**config.mk**
```make
export PLATFORM = sky130hd
export DESIGN_NAME = ct_spsram_128x104_ctrl
export DESIGN_NICKNAME = d
export VERILOG_FILES = /design/src/rtl/ct_spsram_128x104_ctrl.sv
export SDC_FILE = /design/constraint.sdc
export NUM_CORES = 1
export LEC_CHECK = 0
export ABC_AREA = 1
export CAP_MARGIN = 40
export CORE_AREA = 2 2 252 254
export DETAILED_ROUTE_END_ITERATION = 12
export DIE_AREA = 0 0 254 256
export GPL_ROUTABILITY_DRIVEN = 0
export PLACE_DENSITY_LB_ADDON = 0.2
export SLEW_MARGIN = 25
export SYNTH_ARGS = -nofsm -noshare
export SYNTH_HDL_FRONTEND = slang
export SYNTH_SLANG_ARGS = --single-unit
```
**constraint.sdc**
```tcl
create_clock -name forever_cpuclk -period 2.8 [get_ports forever_cpuclk]
set_input_delay 0.56 -clock forever_cpuclk [delete_from_list [all_inputs] [get_ports forever_cpuclk]]
set_output_delay 0.56 -clock forever_cpuclk [all_outputs]
set_load 0.02 [all_outputs]
```
**src/rtl/ct_spsram_128x104_ctrl.sv**
```systemverilog
// Controller for a 128x104 single-port SRAM: clears the array after reset, then
// issues in-order read/write requests and buffers read data in a 2-entry response FIFO.
module ct_spsram_128x104_ctrl #(
    parameter int ADDR_WIDTH = 7,
    parameter int DATA_WIDTH = 104,
    parameter int WE_WIDTH   = 104
) (
    input  logic                  forever_cpuclk,
    input  logic                  cpurst_b,
    input  logic                  req_vld,
    output logic                  req_rdy,
    input  logic                  req_wr,
    input  logic [ADDR_WIDTH-1:0] req_addr,
    input  logic [DATA_WIDTH-1:0] req_wdata,
    input  logic [WE_WIDTH-1:0]   req_wmask,
    output logic                  rsp_vld,
    input  logic                  rsp_rdy,
    output logic [DATA_WIDTH-1:0] rsp_rdata,
    output logic                  init_done,
    output logic [ADDR_WIDTH-1:0] sram_a,
    output logic                  sram_cen,
    output logic                  sram_gwen,
    output logic [WE_WIDTH-1:0]   sram_wen,
    output logic [DATA_WIDTH-1:0] sram_d,
    input  logic [DATA_WIDTH-1:0] sram_q
);

    typedef enum logic {ST_INIT, ST_RUN} state_e;

    state_e                  state_q;
    logic [ADDR_WIDTH-1:0]   init_cnt_q;
    logic                    init_done_q;
    logic                    rd_pend_q;
    logic [1:0]              cnt_q, cnt_d;
    logic                    wr_ptr_q, rd_ptr_q;
    logic [DATA_WIDTH-1:0]   fifo_q [2];

    logic       run, pop, push, acc, rd_acc, rd_ok;
    logic [2:0] occ;

    assign run     = (state_q == ST_RUN);
    assign rsp_vld = (cnt_q != 2'd0);
    assign pop     = rsp_vld & rsp_rdy;
    assign push    = rd_pend_q;

    // Slots already committed (stored + in flight) minus what leaves this cycle;
    // pop implies cnt_q >= 1 so the subtraction never wraps.
    assign occ     = {1'b0, cnt_q} + {2'b00, rd_pend_q} - {2'b00, pop};
    assign rd_ok   = (occ < 3'd2);
    assign req_rdy = run & (req_wr | rd_ok);
    assign acc     = req_vld & req_rdy;
    assign rd_acc  = acc & ~req_wr;

    assign rsp_rdata = fifo_q[rd_ptr_q];
    assign init_done = init_done_q;

    always_comb begin
        sram_cen  = 1'b1;
        sram_gwen = 1'b1;
        sram_wen  = '1;
        sram_a    = req_addr;
        sram_d    = req_wdata;
        if (cpurst_b) begin
            if (!run) begin
                sram_cen  = 1'b0;
                sram_gwen = 1'b0;
                sram_wen  = '0;
                sram_a    = init_cnt_q;
                sram_d    = '0;
            end else if (acc) begin
                sram_cen  = 1'b0;
                sram_gwen = ~req_wr;
                sram_wen  = req_wr ? ~req_wmask : '1;
            end
        end
    end

    always_ff @(posedge forever_cpuclk or negedge cpurst_b) begin
        if (!cpurst_b) begin
            state_q     <= ST_INIT;
            init_cnt_q  <= '0;
            init_done_q <= 1'b0;
        end else begin
            case (state_q)
                ST_INIT: begin
                    init_cnt_q <= init_cnt_q + 1'b1;
                    if (init_cnt_q == {ADDR_WIDTH{1'b1}}) begin
                        state_q     <= ST_RUN;
                        init_done_q <= 1'b1;
                    end
                end
                default: state_q <= ST_RUN;
            endcase
        end
    end

    always_comb begin
        cnt_d = cnt_q;
        case ({push, pop})
            2'b10:   cnt_d = cnt_q + 2'd1;
            2'b01:   cnt_d = cnt_q - 2'd1;
            default: cnt_d = cnt_q;
        endcase
    end

    // SRAM Q is valid the cycle after issue, so the capture is keyed off rd_pend_q.
    always_ff @(posedge forever_cpuclk or negedge cpurst_b) begin
        if (!cpurst_b) begin
            rd_pend_q <= 1'b0;
            cnt_q     <= 2'd0;
            wr_ptr_q  <= 1'b0;
            rd_ptr_q  <= 1'b0;
            fifo_q[0] <= '0;
            fifo_q[1] <= '0;
        end else begin
            rd_pend_q <= rd_acc;
            cnt_q     <= cnt_d;
            if (push) begin
                fifo_q[wr_ptr_q] <= sram_q;
                wr_ptr_q         <= ~wr_ptr_q;
            end
            if (pop) rd_ptr_q <= ~rd_ptr_q;
        end
    end

endmodule
```
==> reports/qor.csv <==
metric,value,unit
fillers,6675,
hpwl dp,44700,µm
number of global-route vias before repair,13200,
Max-slew headroom,62.4,%
Final ANT Viol Nets,0,
Yosys cell types,28,
"delay-heaviest family, CP",adder cells,
CTS tree,done,
Post-Syn Area,12200,µm²
final period utilization,117,%
fraction of layout cells with a size suffix above 1,14.0,%
crit path time final,3.28,ns
most numerous cell in the Yosys netlist,nand2_1,
TritonRoute pass-1 iters,5,
# IOs,648,
slowest cell delay on critical path,0.54,ns
Final Cell Area,21300,µm²
# DRC,0,
Layout Skew,0.0273,ns
die height,256,µm
Mean Syn Cell Area,7.22,µm²
CP max FO,2,
gr ovfl total,0,
via/cell ratio,4.15,
Row Count,92,
Tot GR Track Use,17.5,%
H-tree depth,1,
WP buf/inv,5,
clk sinks,222,
starting density of the core,19.5,%
fmax,305,MHz
critical path arrival,2.72,ns
Port Buffers,647,
Setup-failing EPs final,3,
Post-synth EDFFs,0,
Synth area leaders,"dfrtp_1 46%, nand2_1 20%, a31o_2 7.5%",
Final Util,34.1,%
Num CTS Buffers,27,
Peak supply drop,426,µV
Synth Instances,1687,
fin. max-slew vios,0,
Worst path slowest cell,fa_2,
Worst Reg-to-Reg Cells,24,
DR WL/cell,18.4,µm
worst-path cell chain,inv_2 > nand2_2 > nand2_2 > inv_2 > ha_4 > inv_4 > nand2_4 > fa_2 > nand3_2 > buf_6 > nand2_2 > nand3_2 > nand2_2 > nand2_2 > buf_6,
Layout Area Growth over Synthesis,74.6,%
Layout Nets,2647,
post-place instance area,19900,µm²
dominant synthesized flop cell,dfrtp_1,
Slew @ Worst Pin,0.564,ns
Pleak,0.0113,µW
Setup WS post-layout,-0.483,ns
"Seq/Total Area, Yosys",45.6,%
CP endpoint kind,output port,
Most Frequent Cell on Critical Path,nand2_2,
top cell types by occurrence after synthesis,"658 x nand2_1, 228 x inv_1, 222 x dfrtp_1, 122 x o21ai_0, 107 x nor2_1",
Die Footprint,65000,µm²
clk slew on worst S/H paths,0.06,ns
CTS root buf,clkbuf_16,
routed via count,13200,
largest net degree at the start of global routing,93,
final hold vios,0,
first-pass GRT wire length,86200,µm
biggest area consumer among synthesized cells,dfrtp_1,
chip width,254,µm
clock insertion delay at the later pin of the skew report,0.56,ns
DRT iter0 DRCs,823,
RSZ-0062 raised after global routing,true,
Synth async-reset ratio,100,%
Critical Path Start Type,flip-flop,
status,"finished, violations left",
r2r startpoint,cnt_q[1],
CTS Buffer Depth,3,
worst reg2reg endpoint,rd_ptr_q,
Synth top area share,45.6,%
hold buffer count at cts,0,
CP required,2.24,ns
max-cap violations,0,
synth warn,0,
WS Path Type,reg2out,
Power Density,626,nW/µm²
Hold WC Path Type,in2async,
Seq cells post-synth,222,
failing checks,setup timing,
post-synthesis net count,2015,
Core ar.,62400,µm²
R2R Setup Slk,-0.28,ns
initial antenna violation count,8,
Detailed Route WL,58500,µm
-- metal layers --
| layer | part of all wire (%) | track usage, % | vias up |
|---|---|---|---|
| li1 | - | - | 6463 |
| met1 | 38 | 19.8 | 6198 |
| met2 | 47 | 28.6 | 453 |
| met3 | 9.8 | 6.85 | 101 |
| met4 | 5.2 | 8.27 | 10 |
| met5 | 0.12 | 0 | - |
-- state kept, by name, summed over array words and instances, names as in the netlist --
register    flops
rd_ptr_q        1
run             1
wr_ptr_q        1
cnt_q           2
init_done       1
push            1
fifo_q        208
init_cnt_q      7
-- area by class of cell --
type,instances,area [µm²],share of cell area [%]
Multi-Input combinational cell,1106,5160,24.3
Clock buffer,39,791,3.72
Timing Repair Buffer,732,7680,36.1
Sequential cell,222,5560,26.2
Tap cell,846,1060,4.98
Clock inverter,11,126,0.594
Inverter,230,880,4.14
Antenna cell,2,5.00,0.0235
-- how the worst max path moves through the flow --
stage                  start       end  depth (start not counted)
CTS                 cnt_q[1]  sram_cen                         15
global placement     rsp_rdy   req_rdy                         10
finish              cnt_q[1]  sram_cen                         15
floorplan           cnt_q[1]  sram_cen                         13
detailed placement   rsp_rdy   req_rdy                         11
global route        cnt_q[1]  sram_cen                         15
-- stage by stage --
stage | TNS, ns | hold WS (ns) | setup slack [ns] | instances | power (µW)
after floorplan | 0 | 0.264 | 0.0136 | 1687 | 6150
after global placement | -1.32 | 0.457 | -0.781 | 3098 | 9730
after detailed placement | -1.29 | 0.469 | -0.766 | 3098 | 9720
after CTS | -1.07 | 0.0314 | -0.437 | 3185 | 13500
after global routing | -1.54 | 0.0524 | -0.590 | 3186 | 14100
final | -1.19 | 0.0454 | -0.483 | 3188 | 13300
-- layout by cell type, fill, tap and decap left out, types with 4 or more instances in the layout --
master and count:
clkbuf_16 27, a31o_2 104, nand2_2 5, xor2_1 6
clkinv_2 7, inv_1 223, buf_6 18, clkbuf_1 5
inv_2 4, o21ai_1 79, nand2_1 652, clkbuf_8 7
dlygate4sd2_1 155, buf_16 4, clkdlybuf4s50_1 405, buf_12 50
nor2_1 107, buf_4 68, dlymetal6s2s_1 28, dfrtp_1 220
o21ai_2 12, o21ai_0 122
-- power breakdown --
group          internal [µW]  total, µW  switching (µW)
registers               3240       3280            46.1
logic                   2720       6460            3740
clock network           2150       3570            1420
-- repair_timing --
action,in CTS,in global routing
endpoints found under the setup margin,179,75
setup buffers,33,2
resized for setup,187,46
pin swaps,6,5
gates cloned,4,0
-- logic make-up (layout without fill, tap and decap cells) --
| family | count (synthesis) | count (layout) | synth area share [%] |
|---|---|---|---|
| adder cells (fa/ha/maj) | 4 | 4 | 0.473 |
| flip-flops | 222 | 222 | 45.6 |
| AO/OA/AOI/OAI | 320 | 320 | 16.8 |
| XOR/XNOR | 8 | 8 | 0.575 |
| buffers and inverters | 359 | 1012 | 12.5 |
| AND/OR/NAND/NOR | 774 | 774 | 24.1 |
| other | 0 | 2 | 0 |
-- worst register-to-register path, delay by kind of cell (launching register included) --
family	cells	cell delay, ns
xor gates and xnor gates	1	0.13
buffers and inverters	21	2.27
DFF	1	0.39
and+or+nand+nor	2	0.15
No activity file was read; power rests on OpenSTA's default activity.
